`src/rtl/softmax_norm.sv`:
```
// Softmax normalisation: buffers NUM_CLASSES exp values, sums them, then emits
// value/sum for each class in arrival order using a bit-serial restoring divider.
module softmax_norm #(
    parameter int  DATA_WIDTH  = 32,
    parameter int  FRACTION    = 24,
    parameter int  NUM_CLASSES = 10,
    localparam int IDX_WIDTH   = $clog2(NUM_CLASSES),
    localparam int SUM_WIDTH   = DATA_WIDTH + IDX_WIDTH
) (
    input  logic                  clk,
    input  logic                  rst,
    output logic                  softmax_ready_in,
    input  logic                  softmax_valid_in,
    input  logic [DATA_WIDTH-1:0] softmax_data_in,
    input  logic                  softmax_ready_out,
    output logic                  softmax_valid_out,
    output logic [DATA_WIDTH-1:0] softmax_data_out,
    output logic [IDX_WIDTH-1:0]  softmax_index_out,
    output logic                  softmax_last_out
);

    localparam int BCNT_W = $clog2(FRACTION + 1);
    localparam logic [IDX_WIDTH-1:0] LAST_IDX = IDX_WIDTH'(NUM_CLASSES - 1);

    typedef enum logic [1:0] {COLLECT, DIVIDE, EMIT} state_e;

    state_e                  state_q, state_d;
    logic [IDX_WIDTH-1:0]    cnt_q, cnt_d;
    logic [SUM_WIDTH-1:0]    sum_q, sum_d;
    logic [SUM_WIDTH-1:0]    rem_q, rem_d;
    logic [FRACTION-1:0]     quo_q, quo_d;
    logic                    nbit_q, nbit_d;
    logic [BCNT_W-1:0]       bcnt_q, bcnt_d;
    logic                    run_q, run_d;
    logic                    valid_q, valid_d;
    logic [DATA_WIDTH-1:0]   data_q, data_d;
    logic [IDX_WIDTH-1:0]    idx_q, idx_d;
    logic                    last_q, last_d;
    logic                    mem_we;
    logic [DATA_WIDTH-1:0]   mem_q [NUM_CLASSES];

    logic [SUM_WIDTH:0]      trial;
    logic                    ge;
    logic [SUM_WIDTH-1:0]    rem_step;
    logic [FRACTION:0]       quo_step;

    // Dividend is value<<FRACTION: its top part (value>>1) seeds the remainder,
    // value[0] is the first bit shifted in, all later bits are zero.
    assign trial    = {rem_q, nbit_q};
    assign ge       = trial >= {1'b0, sum_q};
    assign rem_step = ge ? (trial[SUM_WIDTH-1:0] - sum_q) : trial[SUM_WIDTH-1:0];
    assign quo_step = {quo_q, ge};

    always_comb begin
        state_d = state_q;
        cnt_d   = cnt_q;
        sum_d   = sum_q;
        rem_d   = rem_q;
        quo_d   = quo_q;
        nbit_d  = nbit_q;
        bcnt_d  = bcnt_q;
        run_d   = run_q;
        valid_d = valid_q;
        data_d  = data_q;
        idx_d   = idx_q;
        last_d  = last_q;
        mem_we  = 1'b0;
        case (state_q)
            COLLECT: begin
                if (softmax_valid_in) begin
                    mem_we = 1'b1;
                    sum_d  = sum_q + SUM_WIDTH'(softmax_data_in);
                    if (cnt_q == LAST_IDX) begin
                        cnt_d   = '0;
                        run_d   = 1'b0;
                        state_d = DIVIDE;
                    end else begin
                        cnt_d = cnt_q + 1'b1;
                    end
                end
            end
            DIVIDE: begin
                if (!run_q) begin
                    run_d  = 1'b1;
                    rem_d  = SUM_WIDTH'(mem_q[cnt_q] >> 1);
                    nbit_d = mem_q[cnt_q][0];
                    bcnt_d = BCNT_W'(FRACTION);
                    quo_d  = '0;
                end else if (sum_q == '0 || bcnt_q == '0) begin
                    data_d  = (sum_q == '0) ? '0 : DATA_WIDTH'(quo_step);
                    valid_d = 1'b1;
                    idx_d   = cnt_q;
                    last_d  = (cnt_q == LAST_IDX);
                    run_d   = 1'b0;
                    state_d = EMIT;
                end else begin
                    rem_d  = rem_step;
                    quo_d  = quo_step[FRACTION-1:0];
                    nbit_d = 1'b0;
                    bcnt_d = bcnt_q - 1'b1;
                end
            end
            EMIT: begin
                if (softmax_ready_out) begin
                    valid_d = 1'b0;
                    if (last_q) begin
                        sum_d   = '0;
                        cnt_d   = '0;
                        state_d = COLLECT;
                    end else begin
                        cnt_d   = cnt_q + 1'b1;
                        state_d = DIVIDE;
                    end
                end
            end
            default: state_d = COLLECT;
        endcase
    end

    always_ff @(posedge clk) begin
        if (rst) begin
            state_q <= COLLECT;
            cnt_q   <= '0;
            sum_q   <= '0;
            rem_q   <= '0;
            quo_q   <= '0;
            nbit_q  <= 1'b0;
            bcnt_q  <= '0;
            run_q   <= 1'b0;
            valid_q <= 1'b0;
            data_q  <= '0;
            idx_q   <= '0;
            last_q  <= 1'b0;
        end else begin
            state_q <= state_d;
            cnt_q   <= cnt_d;
            sum_q   <= sum_d;
            rem_q   <= rem_d;
            quo_q   <= quo_d;
            nbit_q  <= nbit_d;
            bcnt_q  <= bcnt_d;
            run_q   <= run_d;
            valid_q <= valid_d;
            data_q  <= data_d;
            idx_q   <= idx_d;
            last_q  <= last_d;
        end
    end

    always_ff @(posedge clk) begin
        if (mem_we) mem_q[cnt_q] <= softmax_data_in;
    end

    assign softmax_ready_in  = (state_q == COLLECT);
    assign softmax_valid_out = valid_q;
    assign softmax_data_out  = data_q;
    assign softmax_index_out = idx_q;
    assign softmax_last_out  = last_q;

endmodule

```
`config.mk`:
```
export PLATFORM = sky130hd
export DESIGN_NAME = softmax_norm
export DESIGN_NICKNAME = d
export VERILOG_FILES = /design/src/rtl/softmax_norm.sv
export SDC_FILE = /design/constraint.sdc
export NUM_CORES = 1
export LEC_CHECK = 0
export BUFFER_PORTS_ARGS = -buffer_cell sky130_fd_sc_hd__buf_2
export CAP_MARGIN = 20
export CORE_UTILIZATION = 55
export CTS_CLUSTER_DIAMETER = 100
export DETAILED_ROUTE_END_ITERATION = 8
export PLACE_DENSITY_LB_ADDON = 0.3
export SETUP_SLACK_MARGIN = 0.3
export SYNTH_ARGS = -nofsm -noshare
export SYNTH_HDL_FRONTEND = slang
export SYNTH_SLANG_ARGS = --single-unit
```
`constraint.sdc`:
```
create_clock -name clk -period 3.9 [get_ports clk]
set_clock_uncertainty 0.1 [all_clocks]
set_input_delay 0.39 -clock clk [delete_from_list [all_inputs] [get_ports clk]]
set_output_delay 0.39 -clock clk [all_outputs]
set_load 0.01 [all_outputs]
```
==> flow_summary.ini <==
[global_routing]
grt_pass1_wl_mm = 78.7
antenna_found_initial = 0
grt_usage_pct = 25.0
grt_max_degree = 72
grt_pass1_vias = 14000
grt_overflow = 0

[drt]
wirelength_mm = 50.2
dr.pass1.iters = 6
vias = 14500
drc = 0
ant_nets = 0
drt_iter0_markers = 1254
detail_route.vias_per_cell = 6.13
wire_per_inst_um = 21.2

[status]
status = complete, no violations

[place]
gp_congestion = 0.935
dp.cells = 2276
io_buffers = 67
dp_hpwl_mm = 33.5
pre_cts_ws_ps = 444

[cts]
clkLatencyLatePin_ps = 580
cts_tree = yes
clock_path_buffers = 3
cts_root_buf = clkbuf_16
h-tree-depth = 2
numCtsBuffers = 47
clock-sinks = 464
cts-resized-gates = 0
clkSlewWorstSetupHoldPaths_ps = 60

[worst_setup_path]
crit_path_end_kind = flip-flop
cp.required_ps = 4260
critPathMaxFanout = 5
criticalPathCategory = reg2reg
start_kind = flip-flop
arrival_ps = 3760

[timing]
fin_crit_ps = 3410
rsz0062_at_grt = no
hold_violations = 0
slew_headroom_pct = 29.6
fin_crit_sh_pct = 87.3
clock.fmax_mhz = 294
finalSetupViolations = 0
worst_pin_slew_ps = 1050
drv_slew = 0
finalSetupTns_ps = 0
postLayoutSetupSlackWorst_ps = 494
holdWs_ps = 66.7

[power]
peakVddDrop_mv = 0.438
p_per_area_nw_per_um2 = 486
p_leak_nw = 8.68

[finish]
antennaDiodeCount = 0
layout_common_cells = 320 x edfxtp_1, 146 x a21oi_1, 140 x dfxtp_1
seqCellArea_um2 = 12500
layout.cells.non_filler = 2368
area_delta_synth_final_pct = 11.3
fin_nets = 1925
fillers = 2944
mostFrequentLayoutCell = edfxtp_1
final_util_pct = 62.4
drive_above_1_share_pct = 15.0
multi_input_area_um2 = 8650

[worst_hold_path]
hold_class = in2reg

[floorplan]
die_area_um2 = 40400
placementRows = 72
die_w_um = 201
io_pins = 75
initial_core_util_pct = 56.1
design.core.area_um2 = 38800
chipHeight_um = 201

[yosys]
synthTopCellsByArea = edfxtp_1 44%, dfxtp_1 13%, mux4_2 6.6%, ha_1 4.3%, a21oi_1 3.4%
ys.flop_type = edfxtp_1
ys_ff_latch = 464
yosysTopAreaCell = edfxtp_1
netlist_area_um2 = 21800
async_reset_ff_share_pct = 0
synthCells = 1762
syn_area_per_cell_um2 = 12.4
yosysWarnings = 0
seq_area_frac_synth_pct = 57.3
synth_top_area_share_pct = 44.1
synth_edf_count = 320
synth_cell_types = 86

[run]
maxCapViolCount = 0
[logic make-up after synthesis]
kind of cell | after synthesis | synth area share (%)
buf+inv | 164 | 3.28
xor+xnor | 59 | 2.37
flops | 464 | 57.3
simple gates | 439 | 9.63
compound gates | 455 | 14.4
other cells | 1 | 0.0172
mux | 104 | 8.47
fa+ha+maj | 76 | 4.43
[metrics by stage]
step | instance area, µm² | total power [mW]
6_report | 24200 | 11.8
3_5_place_dp | 22600 | 7.35
5_1_grt | 24200 | 12.2
2_1_floorplan | 21800 | 6.87
4_1_cts | 24200 | 11.8
3_3_place_gp | 22600 | 7.32
[registers in the layout (all words and copies together), names as in the netlist, named ones only]
register,count
quo_q,24
run_q,1
state_q,2
mem_q,320
softmax_index_out,4
bcnt_q,5
rem_q,36
softmax_last_out,1
sum_q,36
nbit_q,1
softmax_data_out,25
cnt_q,4
softmax_valid_out,1
[cells in the mapped netlist (24+ instances only)]
cell type,count
a211oi_1,51
a21o_1,30
a21oi_1,148
a22oi_1,34
buf_2,24
clkbuf_1,64
dfxtp_1,144
edfxtp_1,320
ha_1,74
inv_1,58
mux2i_1,37
mux4_2,64
nand2_1,123
nand3_1,45
nor2_1,113
nor2b_1,42
nor3_1,29
o21ai_0,41
xnor2_1,34
xor2_1,25
[final timing paths]
path	from	to	slack, ps	depth (start not counted)
setup / recovery	sum_q[0]	rem_q[30]	490	12
hold / removal	softmax_data_in[23]	mem_q[6][23]	70	1
setup reg to reg	sum_q[0]	rem_q[30]	490	12
hold reg to reg	softmax_data_out[9]	softmax_data_out[9]	350	2
[layout make-up]
cell class                 instances  area share [%]
timing repair buffer             100            2.68
clock buffer                      62            5.47
multi-input combinational       1141            35.7
inverter                          59           0.914
tap                              518            2.67
sequential                       464            51.6
clock inverter                    24           0.986
[routing by layer]
layer  vias up  part of all wire, %  track usage, %
li1       6823                    -               -
met1      7182                   46            36.5
met2       444                   46            39.2
met3        71                  5.9            3.98
met4         0                  2.1            6.43
met5         -                    0               0
[repair_timing]
item / 4_1_cts / 5_1_grt
endpoints found under the setup margin: 0 / 5
hold endpoints to repair: 1 / 0
hold buffers: 1 / 0
setup buffers: 0 / 4
[report_power, final]
group	total, mW	switching (mW)	leakage, nW	internal (mW)
Clock	4.49	1.88	0.755	2.61
Combinational	1.77	1.03	3.85	0.743
Sequential	5.51	0.119	4.07	5.39
[critical path, cell delays in order, from the launching register on]
cell and delay (ps):
dfxtp_1 460, ha_1 210, inv_1 50, fa_1 400
a21o_1 220, a221oi_4 340, o221a_4 320, a311oi_4 130
o211ai_2 220, nand2_2 90, a21o_1 230, a2111oi_4 380
o41ai_2 130
Note: power is estimated with default switching activity, not from simulation.
